[config.mk]
export PLATFORM = sky130hd
export DESIGN_NAME = debounce_multi_flat
export DESIGN_NICKNAME = d
export VERILOG_FILES = /design/src/rtl/debounce_multi_if.sv /design/src/rtl/debounce_multi.sv /design/src/flat_wrapper.sv
export SDC_FILE = /design/constraint.sdc
export NUM_CORES = 1
export LEC_CHECK = 0
export ABC_AREA = 0
export CORE_MARGIN = 8
export CORE_UTILIZATION = 40
export DETAILED_ROUTE_END_ITERATION = 10
export SLEW_MARGIN = 40
export SYNTH_ARGS = -nofsm -noshare
export SYNTH_HDL_FRONTEND = slang
export SYNTH_SLANG_ARGS = --single-unit
[constraint.sdc]
create_clock -name clk -period 3.8 [get_ports clk]
set_input_delay 0.76 -clock clk [delete_from_list [all_inputs] [get_ports clk]]
set_output_delay 0.76 -clock clk [all_outputs]
set_load 0.03 [all_outputs]
[src/rtl/debounce_multi_if.sv]
// Signal bundle between raw buttons and the debouncer: raw inputs in,
// debounced levels, edge pulses, sample strobe and long-press pulses out.
interface debounce_multi_if #(
  parameter int unsigned N_CH = 4
);
  logic [N_CH-1:0] btn_in;
  logic [N_CH-1:0] key;
  logic [N_CH-1:0] key_rise;
  logic [N_CH-1:0] key_fall;
  logic [N_CH-1:0] long_press;
  logic            tick;

  modport master (
    output btn_in,
    input  key, key_rise, key_fall, long_press, tick
  );

  modport slave (
    input  btn_in,
    output key, key_rise, key_fall, long_press, tick
  );
endinterface

[src/rtl/debounce_multi.sv]
// N-channel button debouncer: 2-flop synchronisers, shared tick prescaler, per-channel
// stability counters and rise/fall pulses. Define DEBOUNCE_LONG_PRESS_EN for long_press.
module debounce_multi #(
  parameter int unsigned N_CH       = 4,
  parameter int unsigned CLK_DIV    = 50000,
  parameter int unsigned STABLE_CNT = 30,
  parameter int unsigned CNT_W      = 5,
  parameter int unsigned LONG_TICKS = 1000
) (
  input logic             clk,
  input logic             rst,
  debounce_multi_if.slave bus
);

  localparam int unsigned DivW = (CLK_DIV > 2) ? $clog2(CLK_DIV) : 1;

  if (CLK_DIV < 2 || STABLE_CNT < 1 || (64'd1 << CNT_W) <= 64'(STABLE_CNT) ||
      LONG_TICKS < 1) begin : g_param_check
    $error("debounce_multi: illegal parameter combination");
  end

  logic [DivW-1:0]  div_cnt_q, div_cnt_d;
  logic             tick;
  logic [N_CH-1:0]  sync0_q, sync1_q;
  logic [N_CH-1:0]  prev_q, prev_d;
  logic [N_CH-1:0]  key_q, key_d;
  logic [N_CH-1:0]  rise_q, rise_d;
  logic [N_CH-1:0]  fall_q, fall_d;
  logic [CNT_W-1:0] stab_q [N_CH];
  logic [CNT_W-1:0] stab_d [N_CH];

  assign tick = (div_cnt_q == DivW'(CLK_DIV - 1));

  always_comb begin
    div_cnt_d = tick ? '0 : div_cnt_q + DivW'(1);
  end

  always_comb begin
    prev_d = prev_q;
    key_d  = key_q;
    rise_d = '0;
    fall_d = '0;
    stab_d = stab_q;
    if (tick) begin
      prev_d = sync1_q;
      for (int i = 0; i < N_CH; i++) begin
        if (sync1_q[i] != prev_q[i]) begin
          stab_d[i] = '0;
        end else begin
          if (stab_q[i] < CNT_W'(STABLE_CNT)) stab_d[i] = stab_q[i] + CNT_W'(1);
          // Crossing into STABLE_CNT commits the level; pulses only on a real change.
          if (stab_q[i] == CNT_W'(STABLE_CNT - 1)) begin
            key_d[i]  = sync1_q[i];
            rise_d[i] = sync1_q[i] & ~key_q[i];
            fall_d[i] = ~sync1_q[i] & key_q[i];
          end
        end
      end
    end
  end

  always_ff @(posedge clk) begin
    if (rst) begin
      div_cnt_q <= '0;
      sync0_q   <= '0;
      sync1_q   <= '0;
      prev_q    <= '0;
      key_q     <= '0;
      rise_q    <= '0;
      fall_q    <= '0;
      for (int i = 0; i < N_CH; i++) stab_q[i] <= '0;
    end else begin
      div_cnt_q <= div_cnt_d;
      sync0_q   <= bus.btn_in;
      sync1_q   <= sync0_q;
      prev_q    <= prev_d;
      key_q     <= key_d;
      rise_q    <= rise_d;
      fall_q    <= fall_d;
      stab_q    <= stab_d;
    end
  end

  assign bus.key      = key_q;
  assign bus.key_rise = rise_q;
  assign bus.key_fall = fall_q;
  assign bus.tick     = tick;

`ifdef DEBOUNCE_LONG_PRESS_EN
  localparam int unsigned HoldW = $clog2(LONG_TICKS + 1);

  logic [HoldW-1:0] hold_q [N_CH];
  logic [HoldW-1:0] hold_d [N_CH];
  logic [N_CH-1:0]  lp_q, lp_d;

  // Saturating at LONG_TICKS gives one pulse per press; release re-arms.
  always_comb begin
    hold_d = hold_q;
    lp_d   = '0;
    for (int i = 0; i < N_CH; i++) begin
      if (!key_q[i]) begin
        hold_d[i] = '0;
      end else if (tick && hold_q[i] < HoldW'(LONG_TICKS)) begin
        hold_d[i] = hold_q[i] + HoldW'(1);
        if (hold_q[i] == HoldW'(LONG_TICKS - 1)) lp_d[i] = 1'b1;
      end
    end
  end

  always_ff @(posedge clk) begin
    if (rst) begin
      lp_q <= '0;
      for (int i = 0; i < N_CH; i++) hold_q[i] <= '0;
    end else begin
      lp_q   <= lp_d;
      hold_q <= hold_d;
    end
  end

  assign bus.long_press = lp_q;
`else
  assign bus.long_press = '0;
`endif

endmodule

[src/flat_wrapper.sv]
// flat-port wrapper written by rule: the top's interface ports become plain ports
module debounce_multi_flat 
#(
  parameter int unsigned N_CH       = 4,
  parameter int unsigned CLK_DIV    = 50000,
  parameter int unsigned STABLE_CNT = 30,
  parameter int unsigned CNT_W      = 5,
  parameter int unsigned LONG_TICKS = 1000
)
  (clk, rst, bus_btn_in, bus_key, bus_key_rise, bus_key_fall, bus_long_press, bus_tick);
  debounce_multi_if #(.N_CH(N_CH)) bus_i ();
  input logic clk;
  input logic rst;
  input wire logic [$bits(bus_i.btn_in)-1:0] bus_btn_in;
  output wire logic [$bits(bus_i.key)-1:0] bus_key;
  output wire logic [$bits(bus_i.key_rise)-1:0] bus_key_rise;
  output wire logic [$bits(bus_i.key_fall)-1:0] bus_key_fall;
  output wire logic [$bits(bus_i.long_press)-1:0] bus_long_press;
  output wire logic [$bits(bus_i.tick)-1:0] bus_tick;
  assign bus_i.btn_in = bus_btn_in;
  assign bus_key = bus_i.key;
  assign bus_key_rise = bus_i.key_rise;
  assign bus_key_fall = bus_i.key_fall;
  assign bus_long_press = bus_i.long_press;
  assign bus_tick = bus_i.tick;
  debounce_multi #(.N_CH(N_CH), .CLK_DIV(CLK_DIV), .STABLE_CNT(STABLE_CNT), .CNT_W(CNT_W), .LONG_TICKS(LONG_TICKS)) u_core (.clk(clk), .rst(rst), .bus(bus_i));
endmodule
==> summary by stage <==
Final layout
The final layout net count is 363. The final-layout fill cell count is 730. The library cell used most frequently in the layout, excluding fill and tap cells, is sky130_fd_sc_hd__dfxtp_1. The number of standard cells in the final layout excluding fillers is 452. 0 antenna diodes ended up in the layout.

Leaving out fill and tap cells, the most frequent cells in the layout are sky130_fd_sc_hd__dfxtp_1, sky130_fd_sc_hd__inv_1, sky130_fd_sc_hd__nor2_1. Relative to the synthesized area, the layout overhead comes to 15.16%. Of the cells placed in the final design, the portion with a size suffix greater than 1 is 0.1048.

Timing
The headroom to the max-slew limit is 0.6627. The total count of hold-check failures in the final report was 0. The achievable frequency is 318.4 MHz. The hold slack is 435.3 ps.

Dividing the final minimum period by the clock period gives 0.8264. The max-slew violation count is 0. The shortest clock period the worst path allows after layout is 3140 ps.

The count of endpoints failing setup in the final report is 0. Setup repair after global routing left no endpoint under its margin. At the pin with the least slew margin, the transition time is 506.0 ps.

After routing, the total negative slack on setup checks comes to 0 ps. Between clock sinks in the finished design, the worst skew comes to 7.602 ps.

Global routing
The initial antenna violation count is 0. The via count of the first global-routing pass was 2242. Entering global routing, the biggest net connects 39 pins. The remaining global-route overflow is 0. The global-route wire length before repair is 10520 µm.

The overall track demand over capacity in global routing is 0.1274.

Logic synthesis
For this run, the register share of the synthesized area comes to 0.4147. The average instance in the mapped netlist occupies 8.751 µm². In this run, synthesis produced a sequential element count of 60. During synthesis, Yosys emitted a total of 0 warnings. The area fraction of the dominant cell type after synthesis is 0.4147.

The post-synthesis cell count is 331. The synthesized netlist occupies a cell area of 2897 µm². The biggest area contributor in the post-synthesis netlist is sky130_fd_sc_hd__dfxtp_1. The number of different library cells used by synthesis comes to 38. Ranked by total cell area, the synthesized netlist is headed by sky130_fd_sc_hd__dfxtp_1, sky130_fd_sc_hd__xnor2_1, sky130_fd_sc_hd__ha_1, sky130_fd_sc_hd__a31oi_1, sky130_fd_sc_hd__nand3_1.

Critical path
In this run the critical register-to-register path is launched from u_core.div_cnt_q[4]$_SDFF_PP0_. The critical path in this run is classified as register to output port. The setup check on the worst reg-to-reg path leaves a slack of 1550 ps. The worst setup path is captured at an output port. Data on the critical path is required at its endpoint by 3040 ps. For the worst flop-to-flop path, the logic depth is 5.

Traced cell by cell, the critical path runs through ha_1 > nand3_2 > or2_1 > buf_4 > nor2_2 > clkdlybuf4s50_1. The slowest cell on the critical path is sky130_fd_sc_hd__clkdlybuf4s50_1. The combined buffer and inverter count along the critical path is 2.

Grouping stages by cell kind, the critical path spends the most delay in buffers and inverters. The endpoint of the lowest-slack register-to-register path is u_core.div_cnt_q[4]$_SDFF_PP0_. The kind of launch point of the worst setup path is a register. The worst endpoint data arrival time is 2380 ps.

For this run, the slowest stage of the critical path takes 680 ps. The largest driver fanout on the critical path is 26.

Clock network
The clock-pin slew reported for the worst setup and hold paths after clock tree synthesis is 70 ps. The number of setup buffers added after CTS is 0. The post-cts resize count is 0. The tree is rooted in a sky130_fd_sc_hd__clkbuf_8. The later-pin clock latency in the skew report is 330 ps. In this run, CTS created clock tree buffers numbering 9. The clock tree from TritonCTS is built. The number of H-tree levels is 3. The total number of clock tree sinks is 60.

The number of buffers inserted by hold repair at cts is 0. The buffer levels on the longest clock path is 2.

Detailed routing
After detailed routing, the number of vias per cell comes to 5.241. The total wire length is 6125 µm. The number of vias in the routed layout is 2369.

Once detail routing completed, the nets flagged for antenna violations numbered 0. The detailed-router iteration count before antenna repair is 4. The detailed router's first-iteration violation count is 128.

The average routed wire per standard cell is 13.55 µm. The number of remaining DRC errors is 0.

Worst hold path
In this run the worst hold path is classified as register to register. Counting instances, the worst hold path has a depth of 1. The endpoint of the worst hold-timing path is u_core.sync1_q[2]$_SDFF_PP0_.

The hold path startpoint is u_core.sync0_q[2]$_SDFF_PP0_.

Floorplanning
The number of standard-cell rows in the floorplan is 31. The horizontal die dimension is 101.1 µm. The die is 101.1 µm tall. The die area is 10220 µm². The effective utilization at floorplan is 0.4059. Pin placement for this block handled 23 I/O pins. After floorplanning, the core was sized to cover 7137 µm².

Placement
The estimated wirelength of the detail-placed design is 3959 µm. The congestion estimate from routability-driven global placement came to 0.7930. Including well taps, the total number of placed cells is 436. The number of buffers inserted by port buffering is 18.

Power and ir drop
For this design the static power due to leakage is 1.084 nW. The areal power density over the cells is 379.5 nW/µm². IR analysis of the VDD net gives a maximum drop of 0.2981 mV. The completed layout was analyzed and its total power is 1.266 mW.

Outcome
The run finished with clean final reports.

Run
Across the run, the number of max-cap violations was 0.
[registers in the layout (all words and copies together) (netlist names)]
name,cells
u_core.bus.key,4
u_core.prev_q,4
u_core.bus.key_rise,4
u_core.div_cnt_q,16
u_core.bus.key_fall,4
u_core.stab_q,20
u_core.sync0_q,4
u_core.sync1_q,4
[power breakdown]
group / leakage, nW / internal, mW / switching (mW)
logic: 0.496 / 0.0138 / 0.0243
registers: 0.485 / 0.635 / 0.00612
clock network: 0.102 / 0.337 / 0.250
total: 1.08 / 0.986 / 0.280
[layer usage]
layer / vias up / part of all wire / global-route usage
met4: 0 / 0.015 / 0.04582
met5: - / 0 / 0
met1: 1109 / 0.47 / 0.1530
li1: 1209 / - / -
met3: 11 / 0.045 / 0.04765
met2: 40 / 0.47 / 0.2019
[cell type report]
| type | count | area [µm²] | area share |
|---|---|---|---|
| Timing Repair Buffer | 24 | 225.2 | 0.06752 |
| Multi-Input combinational cell | 229 | 1493 | 0.4475 |
| Clock buffer | 12 | 155.1 | 0.04651 |
| Inverter | 24 | 90.09 | 0.02701 |
| Clock inverter | 4 | 47.55 | 0.01425 |
| Sequential cell | 60 | 1201 | 0.3601 |
| Tap cell | 99 | 123.9 | 0.03713 |
[cell usage after synthesis, drive strengths merged]
library cell,instances
nor2,25
xnor2,16
and4,5
a21oi,15
nand4,4
and3,9
a21o,1
a211oi,8
o31a,1
nor4,11
a31o,4
ha,9
nand3,21
buf,14
or4,7
nand2,14
o21ba,1
clkbuf,7
o31ai,7
a31oi,16
dfxtp,60
nor2b,8
inv,24
nor3,16
conb,1
or3,5
nor4b,3
or2,1
xor2,6
o21ai,12
[how the worst max path moves through the flow]
stage	slack [ps]	to	cells past startpoint	startpoint
finish	660	bus_tick	6	u_core.div_cnt_q[0]$_SDFF_PP0_
global route	510	bus_tick	6	u_core.div_cnt_q[0]$_SDFF_PP0_
CTS	620	bus_tick	6	u_core.div_cnt_q[0]$_SDFF_PP0_
detailed placement	990	bus_tick	6	u_core.div_cnt_q[0]$_SDFF_PP0_
global placement	1020	bus_tick	6	u_core.div_cnt_q[0]$_SDFF_PP0_
floorplan	1430	bus_tick	6	u_core.div_cnt_q[0]$_SDFF_PP0_
[kinds of logic after synthesis]
group                      count (synthesis)  share of synthesized area
and+or+nand+nor                          129                     0.2635
buffers and inverters                     45                    0.07387
adders and majority gates                  9                    0.03888
AOI/OAI and AO/OA                         65                     0.1413
other                                      1                   0.001295
xor gates and xnor gates                  22                    0.06652
DFF                                       60                     0.4147
[per-stage QoR]
| step | utilization | instance area (µm²) | worst slack, ps |
|---|---|---|---|
| final | 0.4674 | 3336 | 659.7 |
| after global routing | 0.4674 | 3336 | 514.6 |
| after CTS | 0.4674 | 3336 | 615.1 |
| after detailed placement | 0.4390 | 3133 | 987.1 |
| after global placement | 0.4390 | 3133 | 1017 |
| after floorplan | - | 2908 | 1433 |
No activity file was read; power rests on OpenSTA's default activity.
